[src/rtl/truth_table_scanner_pkg.sv]
// ---------------------------------------------------------------------------
// scan_pkg
// Shared definitions for the truth_table_scanner block.
//   scan_state_t : FSM state encoding (IDLE, APPLY, SETTLE, FINISH)
//   N_DEF        : default number of inputs of the function under test
//   mask_width() : minterm-mask width for n inputs (2^n)
// Optional build macro: SCAN_SETTLE_EN (see truth_table_scanner.sv).
// ---------------------------------------------------------------------------
package scan_pkg;

    typedef enum logic [1:0] {
        IDLE   = 2'd0,
        APPLY  = 2'd1,
        SETTLE = 2'd2,
        FINISH = 2'd3
    } scan_state_t;

    localparam int N_DEF = 3;

    function automatic int mask_width(input int n);
        return 1 << n;
    endfunction

endpackage

[src/rtl/truth_table_scanner_if.sv]
// ---------------------------------------------------------------------------
// truth_table_scanner_if
// Groups the scan control, the function-under-test path and the result bus.
//   start, expected   : scan request and reference minterm mask
//   fx_in             : 1-bit output of the function under test
//   vec_out           : input vector driven to the function under test
//   busy, done        : scan in progress / one-cycle completion pulse
//   mask, match,
//   mism_cnt,
//   first_fail        : captured minterm mask and its comparison results
// Modports:
//   master : the harness side (drives start/expected/fx_in)
//   slave  : the scanner side
// Optional build macro: SCAN_SETTLE_EN (affects only the scanner timing).
// ---------------------------------------------------------------------------
interface truth_table_scanner_if
    import scan_pkg::*;
#(
    parameter int N = N_DEF
);
    localparam int W = mask_width(N);

    logic             start;
    logic [W-1:0]     expected;
    logic             fx_in;
    logic [N-1:0]     vec_out;
    logic             busy;
    logic             done;
    logic [W-1:0]     mask;
    logic             match;
    logic [N:0]       mism_cnt;
    logic [N-1:0]     first_fail;

    modport master (
        output start, expected, fx_in,
        input  vec_out, busy, done, mask, match, mism_cnt, first_fail
    );

    modport slave (
        input  start, expected, fx_in,
        output vec_out, busy, done, mask, match, mism_cnt, first_fail
    );

endinterface

[src/rtl/truth_table_scanner_cmp.sv]
// ---------------------------------------------------------------------------
// scan_cmp
// Purely combinational comparison of the captured minterm mask against the
// reference mask.
//   mask       (in)  : captured minterm mask, W = 2^N bits
//   expected_q (in)  : reference mask captured at scan start
//   match      (out) : 1 when both masks are identical
//   mism_cnt   (out) : number of differing bits, 0..W
//   first_fail (out) : lowest differing index, 0 when match = 1
// Optional build macro: SCAN_SETTLE_EN (no effect on this module).
// ---------------------------------------------------------------------------
module scan_cmp
    import scan_pkg::*;
#(
    parameter int N = N_DEF
) (
    input  logic [mask_width(N)-1:0] mask,
    input  logic [mask_width(N)-1:0] expected_q,
    output logic                     match,
    output logic [N:0]               mism_cnt,
    output logic [N-1:0]             first_fail
);
    localparam int W = mask_width(N);

    logic [W-1:0] diff;

    assign diff  = mask ^ expected_q;
    assign match = (diff == '0);

    // Popcount and lowest-index priority encode in one pass; walking from the
    // top index down lets the last hit be the lowest one.
    always_comb begin
        mism_cnt   = '0;
        first_fail = '0;
        for (int i = W - 1; i >= 0; i--) begin
            if (diff[i]) begin
                mism_cnt   = mism_cnt + (N + 1)'(1);
                first_fail = N'(i);
            end
        end
    end

endmodule

[src/rtl/truth_table_scanner.sv]
// ---------------------------------------------------------------------------
// truth_table_scanner
// Sweeps all 2^N input vectors into a combinational function under test,
// records f(k) into bit k of a minterm mask, and compares the result with a
// reference mask captured at start.
// Ports:
//   clk  : single rising-edge clock
//   rst  : synchronous active-high reset (aborts a scan, no done)
//   bus  : truth_table_scanner_if.slave
//          start/expected in, fx_in in, vec_out/busy/done out,
//          mask/match/mism_cnt/first_fail out
// Build macro SCAN_SETTLE_EN:
//   defined     : each vector is held two cycles (APPLY then SETTLE) and
//                 sampled at the end of the second, tolerating one register
//                 stage in the function path; done 2W edges after start.
//   not defined : one cycle per vector, done W edges after start.
// ---------------------------------------------------------------------------
module truth_table_scanner
    import scan_pkg::*;
#(
    parameter int N = N_DEF
) (
    input  logic                  clk,
    input  logic                  rst,
    truth_table_scanner_if.slave  bus
);
    localparam int W = mask_width(N);
    localparam logic [N-1:0] VEC_LAST = {N{1'b1}};
    localparam logic [N-1:0] VEC_ONE  = N'(1);

    scan_state_t  state_q, state_d;
    logic [N-1:0] vec_q, vec_d;
    logic [W-1:0] mask_q, mask_d;
    logic [W-1:0] expected_q, expected_d;

    logic         cmp_match;
    logic [N:0]   cmp_mism_cnt;
    logic [N-1:0] cmp_first_fail;

    always_comb begin
        state_d    = state_q;
        vec_d      = vec_q;
        mask_d     = mask_q;
        expected_d = expected_q;

        case (state_q)
            IDLE: begin
                if (bus.start) begin
                    expected_d = bus.expected;
                    mask_d     = '0;
                    vec_d      = '0;
                    state_d    = APPLY;
                end
            end

            APPLY: begin
`ifdef SCAN_SETTLE_EN
                // First cycle of the vector: let a registered function catch up.
                state_d = SETTLE;
`else
                mask_d[vec_q] = bus.fx_in;
                if (vec_q == VEC_LAST) begin
                    state_d = FINISH;
                end else begin
                    vec_d = vec_q + VEC_ONE;
                end
`endif
            end

`ifdef SCAN_SETTLE_EN
            SETTLE: begin
                mask_d[vec_q] = bus.fx_in;
                if (vec_q == VEC_LAST) begin
                    state_d = FINISH;
                end else begin
                    vec_d   = vec_q + VEC_ONE;
                    state_d = APPLY;
                end
            end
`endif

            FINISH: begin
                // start is deliberately not looked at here: no queueing.
                state_d = IDLE;
            end

            default: begin
                state_d = IDLE;
            end
        endcase
    end

    always_ff @(posedge clk) begin
        if (rst) begin
            state_q    <= IDLE;
            vec_q      <= '0;
            mask_q     <= '0;
            expected_q <= '0;
        end else begin
            state_q    <= state_d;
            vec_q      <= vec_d;
            mask_q     <= mask_d;
            expected_q <= expected_d;
        end
    end

    scan_cmp #(
        .N (N)
    ) u_cmp (
        .mask       (mask_q),
        .expected_q (expected_q),
        .match      (cmp_match),
        .mism_cnt   (cmp_mism_cnt),
        .first_fail (cmp_first_fail)
    );

    assign bus.vec_out    = vec_q;
    assign bus.busy       = (state_q == APPLY) || (state_q == SETTLE);
    assign bus.done       = (state_q == FINISH);
    assign bus.mask       = mask_q;
    assign bus.match      = cmp_match;
    assign bus.mism_cnt   = cmp_mism_cnt;
    assign bus.first_fail = cmp_first_fail;

endmodule

[src/flat_wrapper.sv]
// flat-port wrapper written by rule: the top's interface ports become plain ports
module truth_table_scanner_flat import scan_pkg::*;
#(
    parameter int N = N_DEF
)
  (clk, rst, bus_start, bus_expected, bus_fx_in, bus_vec_out, bus_busy, bus_done, bus_mask, bus_match, bus_mism_cnt, bus_first_fail);
  truth_table_scanner_if #(.N(N)) bus_i ();
  input  logic clk;
  input  logic rst;
  input wire logic [$bits(bus_i.start)-1:0] bus_start;
  input wire logic [$bits(bus_i.expected)-1:0] bus_expected;
  input wire logic [$bits(bus_i.fx_in)-1:0] bus_fx_in;
  output wire logic [$bits(bus_i.vec_out)-1:0] bus_vec_out;
  output wire logic [$bits(bus_i.busy)-1:0] bus_busy;
  output wire logic [$bits(bus_i.done)-1:0] bus_done;
  output wire logic [$bits(bus_i.mask)-1:0] bus_mask;
  output wire logic [$bits(bus_i.match)-1:0] bus_match;
  output wire logic [$bits(bus_i.mism_cnt)-1:0] bus_mism_cnt;
  output wire logic [$bits(bus_i.first_fail)-1:0] bus_first_fail;
  assign bus_i.start = bus_start;
  assign bus_i.expected = bus_expected;
  assign bus_i.fx_in = bus_fx_in;
  assign bus_vec_out = bus_i.vec_out;
  assign bus_busy = bus_i.busy;
  assign bus_done = bus_i.done;
  assign bus_mask = bus_i.mask;
  assign bus_match = bus_i.match;
  assign bus_mism_cnt = bus_i.mism_cnt;
  assign bus_first_fail = bus_i.first_fail;
  truth_table_scanner #(.N(N)) u_core (.clk(clk), .rst(rst), .bus(bus_i));
endmodule
[config.mk]
export PLATFORM = sky130hd
export DESIGN_NAME = truth_table_scanner_flat
export DESIGN_NICKNAME = d
export VERILOG_FILES = /design/src/rtl/truth_table_scanner_pkg.sv /design/src/rtl/truth_table_scanner_if.sv /design/src/rtl/truth_table_scanner_cmp.sv /design/src/rtl/truth_table_scanner.sv /design/src/flat_wrapper.sv
export SDC_FILE = /design/constraint.sdc
export NUM_CORES = 1
export LEC_CHECK = 0
export BUFFER_PORTS_ARGS = -buffer_cell sky130_fd_sc_hd__buf_4
export CAP_MARGIN = 10
export CORE_ASPECT_RATIO = 0.9
export CORE_MARGIN = 2
export CORE_UTILIZATION = 55
export CTS_CLUSTER_SIZE = 25
export DETAILED_ROUTE_END_ITERATION = 8
export GPL_TIMING_DRIVEN = 0
export PLACE_DENSITY = 0.78
export SLEW_MARGIN = 25
export SYNTH_ARGS = -nofsm -noshare
export SYNTH_HDL_FRONTEND = slang
export SYNTH_HIERARCHICAL = 1
export SYNTH_SLANG_ARGS = --single-unit
[constraint.sdc]
create_clock -name clk -period 7.42 [get_ports clk]
set_input_delay 0.371 -clock clk [delete_from_list [all_inputs] [get_ports clk]]
set_output_delay 0.371 -clock clk [all_outputs]
set_load 0.01 [all_outputs]
-- Word level (Yosys, flattened, before mapping)
Cells that the tools add are included.
- add/subtract/negate cells: 8
- magnitude comparators: 2
- eq/ne operators: 7
- muxes and demuxes: 27
- bitwise operators: 1
- reductions and logical operators: 9
- operator list (kind ; count):
    3-bit two-way mux ; 10
    4-bit by 1-bit adder with 4-bit output (second input constant) ; 7
    4-bit two-way mux ; 7
    8-bit case mux with 2 select lines ; 1
    8-bit bitwise mux ; 1
    8-bit zero test ; 1
    8-bit two-way mux ; 1
    8-bit bitwise XOR ; 1
    3-bit case mux with 2 select lines ; 1
    2-bit AND reduction ; 3
    2-bit == test (second input constant) ; 2
    3-bit by 4-bit < comparator with 1-bit output (second input constant) ; 1
    2-bit two-way mux ; 2
    2-bit inequality test (second input constant) ; 2
    2-bit case mux with 2 select lines ; 1
    3-bit by 1-bit adder with 3-bit output (second input constant) ; 1
    1-bit demux with 3-bit select ; 1
    3-bit == test (second input constant) ; 1
    3-bit by 1-bit greater-or-equal comparator with 1-bit output (second input constant) ; 1
    3-bit AND reduction ; 1
    2-bit by 1-bit == test with 1-bit output (second input constant) ; 1
    2-bit zero test ; 1
    1-bit two-way mux ; 2
    2-bit by 1-bit inequality test with 1-bit output (second input constant) ; 1
    other kinds (3) ; 3
- bits in registers: 21
- bits of input ports: 12
- output and inout bits: 21
- logic and storage cells: 58

-- Logic depth before layout (Yosys ltp)
- word-level depth: 16
- mapped depth: 21
- depth with buffers taken out: 20

-- Cells and area by module
Netlist, hierarchy kept.
- modules (own cells, without submodules) (module ; times used ; cells each ; area each (um^2) ; seq. area each (um^2)):
    truth_table_scanner ; 1 ; 118 ; 1044.8 ; 420.4
    scan_cmp ; 1 ; 129 ; 993.5 ; 0.0

-- Worst setup path after synthesis
No wires, ideal clock.
- path kind: register to output
- from: register u_core.mask_q[7], in the netlist u_core/bus.mask[7]
- to: output bus_mism_cnt[3]
- arrival time: 4193 ps
- required time: 7049 ps
- setup slack: 2856 ps
- stages on the path, launching flop included: 19
- path through: dfxtp_1 > xor2_1 > ha_1 > buf_6 > xnor3_2 > ha_1 > inv_1 > nor2_1 > nor3_1 > or3_1 > a31oi_2 > a21oi_1 > ha_1 > o2111ai_2 > nand2b_1 > a211o_1 > a211oi_2 > nor4_2 > xor2_1
- longest elaborated chain between the ends: 16
- ends and longest elaborated chain (item ; RTL line ; text):
    from (decl) ; truth_table_scanner.sv:33 ; logic [W-1:0] mask_q, mask_d;
    from (signal assigned) ; truth_table_scanner.sv:102 ; mask_q <= mask_d;
    8-bit bitwise XOR (*) ; truth_table_scanner_cmp.sv:27 ; assign diff = mask ^ expected_q;
    1-bit two-way mux (*) ; truth_table_scanner_cmp.sv:36 ; if (diff[i]) begin
    4-bit by 1-bit adder with 4-bit output ; truth_table_scanner_cmp.sv:37 ; mism_cnt = mism_cnt + (N + 1)'(1);
    4-bit two-way mux (*) ; truth_table_scanner_cmp.sv:36 ;
    4-bit by 1-bit adder with 4-bit output ; truth_table_scanner_cmp.sv:37 ;
    4-bit two-way mux (*) ; truth_table_scanner_cmp.sv:36 ;
    4-bit by 1-bit adder with 4-bit output ; truth_table_scanner_cmp.sv:37 ;
    4-bit two-way mux (*) ; truth_table_scanner_cmp.sv:36 ;
    4-bit by 1-bit adder with 4-bit output ; truth_table_scanner_cmp.sv:37 ;
    4-bit two-way mux (*) ; truth_table_scanner_cmp.sv:36 ;
    4-bit by 1-bit adder with 4-bit output ; truth_table_scanner_cmp.sv:37 ;
    4-bit two-way mux (*) ; truth_table_scanner_cmp.sv:36 ;
    4-bit by 1-bit adder with 4-bit output ; truth_table_scanner_cmp.sv:37 ;
    4-bit two-way mux (*) ; truth_table_scanner_cmp.sv:36 ;
    4-bit by 1-bit adder with 4-bit output ; truth_table_scanner_cmp.sv:37 ;
    4-bit two-way mux (*) ; truth_table_scanner_cmp.sv:36 ;
    to (decl) ; flat_wrapper.sv:18 ; output wire logic [$bits(bus_i.mism_cnt)-1:0] bus_mism_cnt;
Mark *: on every way between the ends. The rest lies on a longest branch, timed or not.

-- Worst setup path in the final report
- from: register u_core.expected_q[6]
- to: output bus_mism_cnt[3]
- longest elaborated chain between the ends: 14
- ends and longest elaborated chain (item ; RTL line ; text):
    from (decl) ; truth_table_scanner.sv:34 ; logic [W-1:0] expected_q, expected_d;
    from (signal assigned) ; truth_table_scanner.sv:103 ; expected_q <= expected_d;
    8-bit bitwise XOR (*) ; truth_table_scanner_cmp.sv:27 ;
    4-bit two-way mux (*) ; truth_table_scanner_cmp.sv:36 ;
    4-bit by 1-bit adder with 4-bit output ; truth_table_scanner_cmp.sv:37 ;
    4-bit two-way mux (*) ; truth_table_scanner_cmp.sv:36 ;
    4-bit by 1-bit adder with 4-bit output ; truth_table_scanner_cmp.sv:37 ;
    4-bit two-way mux (*) ; truth_table_scanner_cmp.sv:36 ;
    4-bit by 1-bit adder with 4-bit output ; truth_table_scanner_cmp.sv:37 ;
    4-bit two-way mux (*) ; truth_table_scanner_cmp.sv:36 ;
    4-bit by 1-bit adder with 4-bit output ; truth_table_scanner_cmp.sv:37 ;
    4-bit two-way mux (*) ; truth_table_scanner_cmp.sv:36 ;
    4-bit by 1-bit adder with 4-bit output ; truth_table_scanner_cmp.sv:37 ;
    4-bit two-way mux (*) ; truth_table_scanner_cmp.sv:36 ;
    4-bit by 1-bit adder with 4-bit output ; truth_table_scanner_cmp.sv:37 ;
    4-bit two-way mux (*) ; truth_table_scanner_cmp.sv:36 ;
Marked as above.

==> metrics <==
via count=1,875; Cells after Synth=247; vias in the first global route=1,736; crit path max fanout=10; worst vdd ir=0.000119 V; Starting Density=59.0%; TritonCTS Buffers=3; Synth area leaders=dfxtp_1, ha_1, xnor2_1; total number of yosys warnings=6; Synth cell types=59; Post-synth EDFFs=0; final setup margin=2.09 ns; detailed placement HPWL=3630 µm; WHS Endpoint=u_core/expected_q[0]; Critical Path AT=4.96 ns; hold path depth=3; PD cells=164 nW/µm²; global route total overflow=0; I/O pins=33; flops & latches, synth=21; Hold Slack=0.375 ns; post-CTS setup buffers=0; Resize count post-CTS=0; initial antenna violation count=0; Worst Setup Start Kind=flop; input/output buffers=32; First DRT Iteration DRCs=148; post-DR wirelength/cell=13.9 µm; clock sinks=21; fin util=68.9%; Worst Path Required=7.05 ns; Core Rows=20; slew of the pin with the lowest slew margin=0.666 ns; Fin Setup TNS=0 ns; GPL Wtd Cong=0.844; CTS tree=yes; FMAX=0.187 GHz; RSZ-0062 raised after global routing=false; n_diodes=0; Routed WL=4540 µm; Mapped Nets=273; layout cells sized above 1=21.6%; Avg Inst Size Synth=8.25 µm²; Final Critical Period=5.33 ns; Post-synth top flop=dfxtp_1; Yosys top cell by area=dfxtp_1; Tot Pwr=0.391 mW; largest net degree at the start of global routing=12; Hold Buf Count CTS=0; Detail Route Antenna Nets=0; Final Skew=0.00289 ns; Post-Syn Area=2040 µm²; asr flop ratio synth=0%; final count of pins violating max slew=0; min-delay src=bus_expected[0]; Final setup viols=0; total leakage power=1.00 nW; RR Endpoint=u_core/bus.vec_out[1]; Skew-Pair Late Insertion Delay=0.25 ns; NumNets Final=310; Area Overhead vs Synth=16.7%; sequential fraction of the synthesis area=20.6%; Yosys top cell area share=20.6%; clock tree buffer depth=2; Tcrit/Tclk final=71.9%; Die ar.=4210 µm²; Final Hold Fails=0; HP Class=in -> reg; All-Layer GR Usage=23.4%; CTS clk-pin slew, worst paths=0.07 ns; via density per instance=5.73; reg2reg setup slack=5.76 ns; status=finished clean; R2R depth=5; Worst slew margin=55.5%; Worst R2R Start=u_core/bus.vec_out[0]; CTS root buf=clkbuf_8; maxcap violations=0; Die Span X=68.2 µm; htree depth=1; first-pass iteration count of the detailed router=4; DR DRC count=0; WS Path Type=reg -> out; Post-synth top cells=dfxtp_1, nand2_1, a21oi_1, nor2_1, ha_1; first-pass GRT wire length=7620 µm; die height=61.8 µm; CP startpoint=u_core/expected_q[6]; Place WS=2.39 ns; CP Capture Type=output pin; core area=3450 µm²
-- cells by family after synthesis --
kind of cell | synth area share (%)
AO/OA/AOI/OAI | 22.3
XOR/XNOR | 14.9
AND/OR/NAND/NOR | 27.2
flip-flops | 20.6
multiplexers | 2.58
buffers and inverters | 3.81
adder cells (fa/ha/maj) | 8.59
-- metal layers --
metal	wire length (µm)	GRT usage, %	up-vias
li1	-	-	979
met1	2060	29.0	860
met2	2330	44.4	34
met3	133	2.34	2
met4	13	4.29	0
met5	0	0	-
-- critical path, stage by stage, from the launching register on --
cell,delay [ns]
dfxtp_1,0.34
xnor2_1,0.51
ha_1,0.36
buf_6,0.14
xnor3_2,0.47
ha_1,0.33
inv_1,0.05
nor2_1,0.09
nor3_1,0.07
or3_1,0.35
a31oi_2,0.28
a21oi_1,0.13
ha_1,0.36
o2111ai_2,0.18
nand2b_1,0.20
a211o_1,0.26
a211oi_2,0.20
nor4_2,0.08
xor2_1,0.15
buf_4,0.15
-- layout by cell type, fill, tap and decap left out, types with 5 or more instances in the layout --
cell,netlist,routed
a21oi_1,16,16
buf_2,5,5
buf_4,0,32
dfxtp_1,21,21
ha_1,14,14
inv_1,7,7
nand2_1,21,21
nand2b_1,9,9
nand3_1,12,12
nor2_1,16,16
nor3_1,12,12
o21ai_0,6,6
o22ai_1,9,9
o2bb2ai_1,8,8
xnor2_1,12,12
xor2_1,9,9
-- metrics by stage --
stage	instance area (µm²)	std cells
2_1_floorplan	2040	247
3_3_place_gp	2330	323
3_5_place_dp	2330	323
4_1_cts	2380	327
5_1_grt	2380	327
6_report	2380	327
-- flip-flops by register name, indices dropped and copies added (netlist names) --
register and flops:
u_core/state_q 2, u_core/bus.mask 8, u_core/bus.vec_out 3, u_core/expected_q 8
-- report_power, final --
group	switching, mW	total, mW	internal, mW
Clock	0.0336	0.0716	0.0381
Sequential	0.00733	0.126	0.118
Combinational	0.104	0.194	0.0897
-- how the worst max path moves through the flow --
stage,cells after the start,slack (ns),to
2_1_floorplan,18,2.86,bus_mism_cnt[3]
3_3_place_gp,21,2.44,bus_mism_cnt[3]
3_5_place_dp,21,2.39,bus_mism_cnt[3]
4_1_cts,21,2.09,bus_mism_cnt[3]
5_1_grt,21,1.60,bus_mism_cnt[3]
6_report,19,2.09,bus_mism_cnt[3]
-- area by class of cell --
class,count,area [µm²]
Sequential cell,21,420
Multi-Input combinational cell,209,1540
Timing Repair Buffer,32,240
Buffer,9,47.5
Tap cell,44,55.1
Fill cell,332,1070
Inverter,8,30.0
Clock buffer,4,45.0
(Power assumes the default switching activity.)
